`src/rtl/whack_input_ctrl_pkg.sv`:
```
// Shared definitions for the whack-a-mole input controller: game state codes
// (same encoding the LED decoder expects), hole count and press encoding.
package whack_input_ctrl_pkg;

    localparam int NUM_HOLES = 10;

    // Index reported when several holes are struck in the same cycle; never
    // matches a real mole, so it always judges as a miss.
    localparam logic [3:0] IDX_MULTI = 4'hF;

    typedef enum logic [1:0] {
        IDLE = 2'b00,
        POP  = 2'b01,
        HIT  = 2'b10,
        MISS = 2'b11
    } game_state_e;

    typedef struct packed {
        logic       valid;
        logic [3:0] idx;
    } press_evt_t;

    // One-hot press vector -> hole event (bit k is hole k+1).
    function automatic press_evt_t encode_press(input logic [NUM_HOLES-1:0] press);
        press_evt_t evt;
        int         n;
        evt = '0;
        n   = 0;
        for (int k = 0; k < NUM_HOLES; k++) begin
            if (press[k]) begin
                n++;
                evt.idx = 4'(k + 1);
            end
        end
        if (n > 0) evt.valid = 1'b1;
        if (n > 1) evt.idx   = IDX_MULTI;
        return evt;
    endfunction

    // True when a random value names a real hole.
    function automatic logic hole_valid(input logic [3:0] h);
        return (h >= 4'd1) && (h <= 4'(NUM_HOLES));
    endfunction

endpackage

```
`src/rtl/whack_input_ctrl_btn_debounce.sv`:
```
// Single-button input conditioning: 2-flop synchronizer, debounce counter
// and rising-edge detect of the debounced level.
module whack_input_ctrl_btn_debounce #(
    parameter int DEB_CYCLES = 16
) (
    input  logic clk,
    input  logic rst_n,
    input  logic btn_raw,
    output logic press
);

    localparam int CW = (DEB_CYCLES > 1) ? $clog2(DEB_CYCLES) : 1;

    logic          sync1_q, sync1_d;
    logic          sync2_q, sync2_d;
    logic          lvl_q, lvl_d;
    logic          lvl_prev_q, lvl_prev_d;
    logic [CW-1:0] cnt_q, cnt_d;

    // Count consecutive samples that disagree with the accepted level; flip after enough.
    always_comb begin
        sync1_d    = btn_raw;
        sync2_d    = sync1_q;
        lvl_d      = lvl_q;
        lvl_prev_d = lvl_q;
        cnt_d      = cnt_q;
        if (sync2_q == lvl_q) begin
            cnt_d = '0;
        end else if (cnt_q == CW'(DEB_CYCLES - 1)) begin
            lvl_d = ~lvl_q;
            cnt_d = '0;
        end else begin
            cnt_d = cnt_q + 1'b1;
        end
    end

    // State registers; reset is synchronous and active high.
    always_ff @(posedge clk) begin
        if (rst_n) begin
            sync1_q    <= 1'b0;
            sync2_q    <= 1'b0;
            lvl_q      <= 1'b0;
            lvl_prev_q <= 1'b0;
            cnt_q      <= '0;
        end else begin
            sync1_q    <= sync1_d;
            sync2_q    <= sync2_d;
            lvl_q      <= lvl_d;
            lvl_prev_q <= lvl_prev_d;
            cnt_q      <= cnt_d;
        end
    end

    assign press = lvl_q & ~lvl_prev_q;

endmodule

```
`src/rtl/whack_input_ctrl.sv`:
```
// Player-input end of the mole display path: conditions the 10 hit buttons,
// encodes presses to hole indices, judges them against the active mole and
// runs the game FSM, score and new-mole requests.
module whack_input_ctrl
    import whack_input_ctrl_pkg::*;
#(
    parameter int DEB_CYCLES  = 16,
    parameter int POP_CYCLES  = 50_000_000,
    parameter int HOLD_CYCLES = 25_000_000
) (
    input  logic                 clk,
    input  logic                 rst_n,
    input  logic [NUM_HOLES-1:0] btn,
    input  logic [5:0]           Q,
    input  logic                 start,
    input  logic                 stop,
    output logic [1:0]           state,
    output logic [3:0]           mole,
    output logic                 new_mole,
    output logic                 hit_pulse,
    output logic                 miss_pulse,
    output logic [7:0]           score
);

    localparam int PW = (POP_CYCLES > 1) ? $clog2(POP_CYCLES) : 1;
    localparam int HW = (HOLD_CYCLES > 1) ? $clog2(HOLD_CYCLES) : 1;

    logic [NUM_HOLES-1:0] press;
    press_evt_t           evt;

    // Only the low nibble of Q selects a hole.
    logic unused_q_hi;
    assign unused_q_hi = ^Q[5:4];

    for (genvar k = 0; k < NUM_HOLES; k++) begin : g_btn
        whack_input_ctrl_btn_debounce #(
            .DEB_CYCLES(DEB_CYCLES)
        ) u_deb (
            .clk    (clk),
            .rst_n  (rst_n),
            .btn_raw(btn[k]),
            .press  (press[k])
        );
    end

    assign evt = encode_press(press);

    game_state_e   state_q, state_d;
    logic [3:0]    mole_q, mole_d;
    logic [7:0]    score_q, score_d;
    logic          new_mole_q, new_mole_d;
    logic          hit_q, hit_d;
    logic          miss_q, miss_d;
    logic          load_q, load_d;     // a pop load is attempted this cycle
    logic [PW-1:0] pop_tmr_q, pop_tmr_d;
    logic [HW-1:0] hold_tmr_q, hold_tmr_d;

    // Game FSM next state: stop overrides everything, then pending pop load, then per-state rules.
    always_comb begin
        state_d    = state_q;
        mole_d     = mole_q;
        score_d    = score_q;
        pop_tmr_d  = pop_tmr_q;
        hold_tmr_d = hold_tmr_q;
        load_d     = 1'b0;
        new_mole_d = 1'b0;
        hit_d      = 1'b0;
        miss_d     = 1'b0;
        if (stop) begin
            state_d    = IDLE;
            pop_tmr_d  = '0;
            hold_tmr_d = '0;
        end else if (load_q) begin
            if (hole_valid(Q[3:0])) begin
                mole_d    = Q[3:0];
                pop_tmr_d = '0;
                state_d   = POP;
            end else begin
                // Out-of-range random value: ask the generator again.
                new_mole_d = 1'b1;
                load_d     = 1'b1;
            end
        end else begin
            case (state_q)
                IDLE: begin
                    if (start) begin
                        score_d    = '0;
                        new_mole_d = 1'b1;
                        load_d     = 1'b1;
                    end
                end
                POP: begin
                    // A matching press beats a simultaneous timeout.
                    if (evt.valid && (evt.idx == mole_q)) begin
                        state_d    = HIT;
                        hit_d      = 1'b1;
                        hold_tmr_d = '0;
                        if (score_q != 8'hFF) score_d = score_q + 8'd1;
                    end else if (evt.valid || (pop_tmr_q == PW'(POP_CYCLES - 1))) begin
                        state_d    = MISS;
                        miss_d     = 1'b1;
                        hold_tmr_d = '0;
                    end else begin
                        pop_tmr_d = pop_tmr_q + 1'b1;
                    end
                end
                HIT, MISS: begin
                    // Presses are dropped while the verdict is shown.
                    if (hold_tmr_q == HW'(HOLD_CYCLES - 1)) begin
                        hold_tmr_d = '0;
                        new_mole_d = 1'b1;
                        load_d     = 1'b1;
                    end else begin
                        hold_tmr_d = hold_tmr_q + 1'b1;
                    end
                end
                default: state_d = IDLE;
            endcase
        end
    end

    // Game registers; reset is synchronous and active high and discards the game.
    always_ff @(posedge clk) begin
        if (rst_n) begin
            state_q    <= IDLE;
            mole_q     <= '0;
            score_q    <= '0;
            new_mole_q <= 1'b0;
            hit_q      <= 1'b0;
            miss_q     <= 1'b0;
            load_q     <= 1'b0;
            pop_tmr_q  <= '0;
            hold_tmr_q <= '0;
        end else begin
            state_q    <= state_d;
            mole_q     <= mole_d;
            score_q    <= score_d;
            new_mole_q <= new_mole_d;
            hit_q      <= hit_d;
            miss_q     <= miss_d;
            load_q     <= load_d;
            pop_tmr_q  <= pop_tmr_d;
            hold_tmr_q <= hold_tmr_d;
        end
    end

    assign state      = state_q;
    assign mole       = mole_q;
    assign score      = score_q;
    assign new_mole   = new_mole_q;
    assign hit_pulse  = hit_q;
    assign miss_pulse = miss_q;

endmodule

```
`config.mk`:
```
export PLATFORM = sky130hd
export DESIGN_NAME = whack_input_ctrl
export DESIGN_NICKNAME = d
export VERILOG_FILES = /design/src/rtl/whack_input_ctrl_pkg.sv /design/src/rtl/whack_input_ctrl_btn_debounce.sv /design/src/rtl/whack_input_ctrl.sv
export SDC_FILE = /design/constraint.sdc
export NUM_CORES = 1
export LEC_CHECK = 0
export ABC_AREA = 0
export ABC_CLOCK_PERIOD_IN_PS = 10820
export CAP_MARGIN = 15
export CORE_AREA = 2 2 137 139
export DETAILED_ROUTE_END_ITERATION = 10
export DIE_AREA = 0 0 139 141
export SKIP_CTS_REPAIR_TIMING = 1
export SYNTH_ARGS = -nofsm -noshare
export SYNTH_HDL_FRONTEND = slang
export SYNTH_SLANG_ARGS = --single-unit
```
`constraint.sdc`:
```
create_clock -name clk -period 10.82 [get_ports clk]
set_input_delay 2.164 -clock clk [delete_from_list [all_inputs] [get_ports clk]]
set_output_delay 2.164 -clock clk [all_outputs]
set_load 0.01 [all_outputs]
```
# ---- Yosys cells after proc, flatten, opt, wreduce, memory -nomap -nowiden
# Cells that the tools add are included.
dict set report totals {
  regBits 148
  latch_bits 0
  ram_bits 0
  mem_bits_ro 0
  input_bits 20
  out_inout_bits 17
  wordCells 245
  memories 0
}
dict set report op_classes {
  add_sub_neg 22
  multipliers 0
  n_div 0
  magnitude_cmp 4
  n_eq_ne 34
  shift 0
  mux 47
  n_bitwise 43
  n_reduce_logical 37
}
# operator count
set ops {}
lappend ops {{32-bit by 2-bit adder with 32-bit output (second input constant)} 9}
lappend ops {{32-bit 2-to-1 mux} 9}
lappend ops {{26-bit 2-to-1 mux} 5}
lappend ops {{25-bit 2-to-1 mux} 3}
lappend ops {{25-bit case mux with 2 select lines} 1}
lappend ops {{4-bit by 1-bit adder with 4-bit output (second input constant)} 10}
lappend ops {{4-bit == test (second input constant)} 10}
lappend ops {{4-bit 2-to-1 mux} 10}
lappend ops {{1-bit NOT} 33}
lappend ops {{32-bit by 1-bit > comparator with 1-bit output (second input constant)} 1}
lappend ops {{32-bit by 2-bit > comparator with 1-bit output (second input constant)} 1}
lappend ops {{3-bit OR reduction} 10}
lappend ops {{26-bit by 1-bit adder with 26-bit output (second input constant)} 1}
lappend ops {{26-bit == test (second input constant)} 1}
lappend ops {{25-bit by 1-bit adder with 25-bit output (second input constant)} 1}
lappend ops {{25-bit == test (second input constant)} 1}
lappend ops {{8-bit 2-to-1 mux} 3}
lappend ops {{2-bit AND reduction} 10}
lappend ops {{8-bit case mux with 2 select lines} 1}
lappend ops {{1-bit AND} 10}
lappend ops {{1-bit == test} 10}
lappend ops {{2-bit 2-to-1 mux} 5}
lappend ops {{2-bit != test (second input constant)} 5}
lappend ops {{1-bit 2-to-1 mux} 9}
lappend ops {{other kinds (21)} 28}

# ---- Longest topological paths before layout
dict set report depth {
  word_depth 28
  mapped_depth 40
  ltp_nobuf 38
}

# ---- By module
# Synthesis repeated with hierarchy kept, for this count alone.
dict set report unflattened {
  cells_unflattened 826
  hier_area_um2 7393.3
}
# module instances cells_per_inst area_per_inst_um2 seq_area_each_um2
set modules_own_cells {}
lappend modules_own_cells {whack_input_ctrl 1 566 4553.1 1361.3}
lappend modules_own_cells {whack_input_ctrl_btn_debounce 10 26 284.0 160.2}

# ---- Least setup slack after synthesis
# Ideal clock, no wire load.
dict set report synth_timing {
  path_type {reg2reg}
  startpoint {reg g_btn[0].u_deb.lvl_q}
  endpoint {reg pop_tmr_q[25]}
  setup_time_ns 0.072
  arrival_ns 6.991
  t_required_ns 10.748
  setup_slack_ns 3.756
  path_stages_with_launch 38
  path_buffers 0
  period_less_slack_ns 7.064
  cell_sequence {dfxtp_1 -> nor2b_1 -> inv_1 -> ha_1 -> nor3b_1 -> a21oi_1 -> inv_1 -> ha_1 -> nor3b_1 -> a21oi_1 -> ha_1 -> inv_1 -> mux2_2 -> nor2_1 -> ha_1 -> nand2_1 -> nand2_1 -> ha_1 -> [... 2 more ...] -> a21oi_1 -> inv_1 -> ha_1 -> nor3b_1 -> a21oi_1 -> ha_1 -> a21oi_1 -> a31oi_1 -> ha_1 -> or3_1 -> mux2i_1 -> o22ai_1 -> nor2_1 -> nand2b_4 -> o41a_1 -> or3_4 -> or4_1 -> a21oi_1}
}
dict set report synth_via {
  elab_chain_cells 26
  word_cells_on_any_way 40
  cone_classes {add/sub (9); order compare (2); eq/ne (3); mux (22); bitwise (1); reduce/logical (3)}
}
# item line_no
set synth_rtl {}
lappend synth_rtl {{start, declared} whack_input_ctrl_btn_debounce.sv:16} ;# logic lvl_q, lvl_d;
lappend synth_rtl {{start signal, assigned} whack_input_ctrl_btn_debounce.sv:48} ;# lvl_q <= lvl_d;
lappend synth_rtl {{1-bit AND *} whack_input_ctrl_btn_debounce.sv:54} ;# assign press = lvl_q & ~lvl_prev_q;
lappend synth_rtl {{1-bit 2-to-1 mux} whack_input_ctrl_pkg.sv:30} ;# if (press[k]) begin
lappend synth_rtl {{32-bit by 2-bit adder with 32-bit output} whack_input_ctrl_pkg.sv:31} ;# n++;
lappend synth_rtl {{32-bit 2-to-1 mux} whack_input_ctrl_pkg.sv:30}
lappend synth_rtl {{32-bit by 2-bit adder with 32-bit output} whack_input_ctrl_pkg.sv:31}
lappend synth_rtl {{32-bit 2-to-1 mux} whack_input_ctrl_pkg.sv:30}
lappend synth_rtl {{32-bit by 2-bit adder with 32-bit output} whack_input_ctrl_pkg.sv:31}
lappend synth_rtl {{32-bit 2-to-1 mux} whack_input_ctrl_pkg.sv:30}
lappend synth_rtl {{[... 10 more ...]} n/a}
lappend synth_rtl {{32-bit by 2-bit adder with 32-bit output} whack_input_ctrl_pkg.sv:31}
lappend synth_rtl {{32-bit 2-to-1 mux} whack_input_ctrl_pkg.sv:30}
lappend synth_rtl {{32-bit by 2-bit > comparator with 1-bit output} whack_input_ctrl_pkg.sv:36} ;# if (n > 1) evt.idx = IDX_MULTI;
lappend synth_rtl {{4-bit 2-to-1 mux} whack_input_ctrl_pkg.sv:36}
lappend synth_rtl {{4-bit == test} whack_input_ctrl.sv:94} ;# if (evt.valid && (evt.idx == mole_q)) begin
lappend synth_rtl {{1-bit logical AND} whack_input_ctrl.sv:94}
lappend synth_rtl {{2-bit != test (no source line)} n/a}
lappend synth_rtl {{4-bit AND reduction (no source line) *} n/a}
lappend synth_rtl {{end signal, assigned} whack_input_ctrl.sv:142} ;# pop_tmr_q <= pop_tmr_d;
lappend synth_rtl {{end, declared} whack_input_ctrl.sv:55} ;# logic [PW-1:0] pop_tmr_q, pop_tmr_d;
# Mark *: on every way between the ends. The rest lies on a longest branch, timed or not.
# A chain may end at the register's enable or synchronous reset.

# ---- Final worst setup path
dict set report layout_timing {
  startpoint {reg g_btn[0].u_deb.lvl_q}
  endpoint {reg hold_tmr_q[22]}
}
dict set report layout_via {
  elab_chain_cells 26
  word_cells_on_any_way 41
  cone_classes {add/sub (9); order compare (2); eq/ne (2); mux (24); bitwise (1); reduce/logical (3)}
}
# item line_no
set layout_rtl {}
lappend layout_rtl {{1-bit AND *} whack_input_ctrl_btn_debounce.sv:54}
lappend layout_rtl {{1-bit 2-to-1 mux} whack_input_ctrl_pkg.sv:30}
lappend layout_rtl {{32-bit by 2-bit adder with 32-bit output} whack_input_ctrl_pkg.sv:31}
lappend layout_rtl {{32-bit 2-to-1 mux} whack_input_ctrl_pkg.sv:30}
lappend layout_rtl {{32-bit by 2-bit adder with 32-bit output} whack_input_ctrl_pkg.sv:31}
lappend layout_rtl {{32-bit 2-to-1 mux} whack_input_ctrl_pkg.sv:30}
lappend layout_rtl {{32-bit by 2-bit adder with 32-bit output} whack_input_ctrl_pkg.sv:31}
lappend layout_rtl {{32-bit 2-to-1 mux} whack_input_ctrl_pkg.sv:30}
lappend layout_rtl {{[... 10 more ...]} n/a}
lappend layout_rtl {{32-bit by 2-bit adder with 32-bit output} whack_input_ctrl_pkg.sv:31}
lappend layout_rtl {{32-bit 2-to-1 mux} whack_input_ctrl_pkg.sv:30}
lappend layout_rtl {{32-bit by 2-bit > comparator with 1-bit output} whack_input_ctrl_pkg.sv:36}
lappend layout_rtl {{4-bit 2-to-1 mux} whack_input_ctrl_pkg.sv:36}
lappend layout_rtl {{4-bit == test} whack_input_ctrl.sv:94}
lappend layout_rtl {{1-bit logical AND} whack_input_ctrl.sv:94}
lappend layout_rtl {{3-bit != test (no source line) / 25-bit 2-to-1 mux (equally long branches)} n/a}
lappend layout_rtl {{3-bit AND reduction (no source line) / 25-bit case mux with 2 select lines (equally long branches)} n/a}
lappend layout_rtl {{end signal, assigned} whack_input_ctrl.sv:143} ;# hold_tmr_q <= hold_tmr_d;
lappend layout_rtl {{end, declared} whack_input_ctrl.sv:56} ;# logic [HW-1:0] hold_tmr_q, hold_tmr_d;
# Marked as above.

==> results_dict.tcl <==
set metrics [dict create \
    finalSetupTns_ns 0 \
    design.core.area_um2 18300 \
    place_congestion 0.812 \
    grt_overflow 0 \
    rsz0062_at_grt "no" \
    fill_cells 1795 \
    p_leak_uw 0.00297 \
    slowest_stage "a21o_1" \
    timing.final.ws_setup_ns 2.54 \
    drv_slew 0 \
    relSlewSlack_pct 37.4 \
    start_util_pct 39.1 \
    clk_latency_ns 0.43 \
    crit_top_cell "ha_1" \
    drive_gt1_share_pct 6.38 \
    final_area_um2 8360 \
    synth_edf_count 0 \
    post-route-min-period_ns 8.28 \
    skew_ns 0.0114 \
    ys_types 65 \
    clk_pin_slew_ns 0.07 \
    crit_fanout 29 \
    grt_util_all_layers_pct 14.6 \
    via_per_inst 5.09 \
    synth_top_cell_area_share_pct 41.5 \
    ys_seq_area_share_pct 41.5 \
    antenna_found_initial 0 \
    synth_ff_type "dfxtp_1" \
    die_x_um 139 \
    powerDensity_nw_per_um2 148 \
    outcome "finished clean" \
    drt_iter0_markers 268 \
    tightest_slew_ns 0.936 \
    synth_fp_nets 846 \
    max_freq_ghz 0.121 \
    synth_top_area_cell "dfxtp_1" \
    cts_max_level 4 \
    start_kind "flip-flop" \
    cts_root_buf "clkbuf_16" \
    cp.required_ns 11.19 \
    yosys_warnings 0 \
    ant_nets 0 \
    place_hpwl_um 9300 \
    cp_num_buf_inv 6 \
    clock_path_buffers 2 \
    dpl.cell_count 1049 \
    fin_nets 877 \
    cts.sinks 148 \
    dieArea_um2 19600 \
    synth_area_leaders "dfxtp_1, xnor2_1, nor2_1" \
    grt_pass1_wl_um 23600 \
    setup_viol 0 \
    max_stage_delay_ns 0.67 \
    routed_wl_um 13700 \
    grt_pass1_vias 5115 \
    critPathTopFamily "compound AO/OA/AOI/OAI gates" \
    dieHeight_um 141 \
    dr.pass1.iters 6 \
    async_flop_share_pct 0 \
    vias 5502 \
    io_buffers 34 \
    layout.cells.non_filler 1081 \
    maxCapViolations 0 \
    fin_crit_sh_pct 76.5 \
    ios 37 \
    drc 0 \
    end_kind "flip-flop" \
    cts_tree "built" \
    cts_inserted_buffers 17 \
    syn_area_per_cell_um2 8.89 \
    ir_drop_mv 0.115 \
    critical_path_class "flip-flop to flip-flop" \
    synthesis.area_um2 7140 \
    hold_viol 0 \
    worstPathArrival_ns 8.65 \
    grt_start_max_net_pins 61 \
    synthCells 803 \
    dp_slack_ns 2.49 \
    n_antenna_cell 0 \
    min_path_type "flip-flop to flip-flop" \
    synth_seq_cells 148 \
    routedWlPerCell_um 12.7 \
    num_rows 50 \
    dpl_cell_area_um2 7700 \
    area_growth_pct 17.2 \
]
[path summary, 6_finish.rpt]
path,start,end,slack [ns],cells past startpoint
worst max-delay path,g_btn[0].u_deb.lvl_prev_d,hold_tmr_q[22],2.54,39
worst min-delay path,g_btn[8].u_deb.sync1_q,g_btn[8].u_deb.sync2_q,0.44,1
worst max register to register,g_btn[0].u_deb.lvl_prev_d,hold_tmr_q[22],2.54,39
worst min register to register,g_btn[8].u_deb.sync1_q,g_btn[8].u_deb.sync2_q,0.44,1
[layout by cell type, fill, tap and decap left out, types with 3 or more instances in the layout]
cell	instances
nor3b_1	5
xor2_1	15
inv_1	29
nor2_1	111
a21oi_1	37
o31ai_1	16
nand2b_1	8
mux2i_1	22
buf_4	6
nand2_1	34
and2_1	3
o21ai_0	15
clkbuf_16	17
bufinv_16	5
nand3_1	44
and3_1	25
nand3b_1	5
or3_1	23
xnor2_1	61
nor3_1	14
nand4_1	8
nor4_1	11
xnor3_2	3
a211oi_1	11
ha_1	23
nor2b_1	40
clkdlybuf4s50_1	33
or4_1	18
dfxtp_1	148
and4_1	4
[state kept, by name (all words and copies together) (netlist names)]
name / cells
miss_pulse: 1
mole: 4
state: 2
g_btn.u_deb.lvl_prev_q: 10
hold_tmr_q: 25
hit_pulse: 1
g_btn.u_deb.sync2_q: 10
pop_tmr_q: 26
g_btn.u_deb.cnt_q: 40
g_btn.u_deb.sync1_q: 10
g_btn.u_deb.lvl_prev_d: 10
load_q: 1
score: 8
[area by class of cell]
type                       instances  area [um^2]  area share (%)
multi-input combinational        598         3960            47.3
sequential                       148         2960            35.4
clock buffer                      21          460            5.51
timing repair buffer              40          380            4.55
tap                              234          293            3.50
clock inverter                    11          198            2.36
inverter                          29          109            1.30
[worst register-to-register path: cells and delay by family (launching register included)]
family                   cells  cell delay [ns]
flip-flops                   1             0.37
multiplexers                 2             0.40
adder cells (fa/ha/maj)      8             2.12
AND/OR/NAND/NOR             12             2.20
buffers and inverters        6             0.80
AO/OA/AOI/OAI               11             2.35
[logic make-up (layout without fill, tap and decap cells)]
logic type | after synthesis | in the layout | share of synthesized area [%]
fa+ha+maj | 23 | 23 | 4.03
simple gates | 366 | 366 | 27.3
compound gates | 103 | 103 | 9.40
buf+inv | 57 | 101 | 3.02
mux | 24 | 24 | 3.40
xor+xnor | 82 | 82 | 11.4
flops | 148 | 148 | 41.5
[layer usage]
layer / wire [um] / global-route usage (%) / up-vias
met5: 0 / 0 / -
met4: 244 / 6.17 / 0
met3: 456 / 4.14 / 23
met2: 6150 / 23.6 / 66
met1: 6860 / 18.5 / 2527
li1: - / - / 2886
[synthesized netlist by cell type, types with 2 or more instances]
cell,count
a311oi_1,2
nor4_1,11
nor3b_1,5
or3_1,23
a211oi_1,11
xnor2_1,61
mux2i_1,22
and3_1,25
and4_1,4
clkbuf_1,26
o22ai_1,2
nand3b_1,5
mux2_2,2
nand4_1,8
xnor3_2,3
dfxtp_1,148
nand3_1,44
xor2_1,15
a21o_1,2
o31ai_1,16
ha_1,23
nand2b_1,8
nor3_1,14
a2111oi_0,2
nand2_1,34
o21ai_0,15
inv_1,29
and2_1,3
nand4b_1,2
or4_1,18
a21oi_1,37
nor2b_1,40
nor2_1,111
[stage by stage]
stage               hold WS (ns)  power [uW]  util, %
finish                     0.437        1240     45.8
global route               0.452        1280     45.8
CTS                        0.443        1250     45.8
detailed placement         0.426         597     42.2
global placement           0.424         597     42.2
floorplan                  0.414         583        -
[power breakdown]
group          total (uW)  internal [uW]  switching [uW]
registers             554            550            4.16
logic                30.0           13.5            16.5
clock network         652            423             229
No activity file was read; power rests on OpenSTA's default activity.
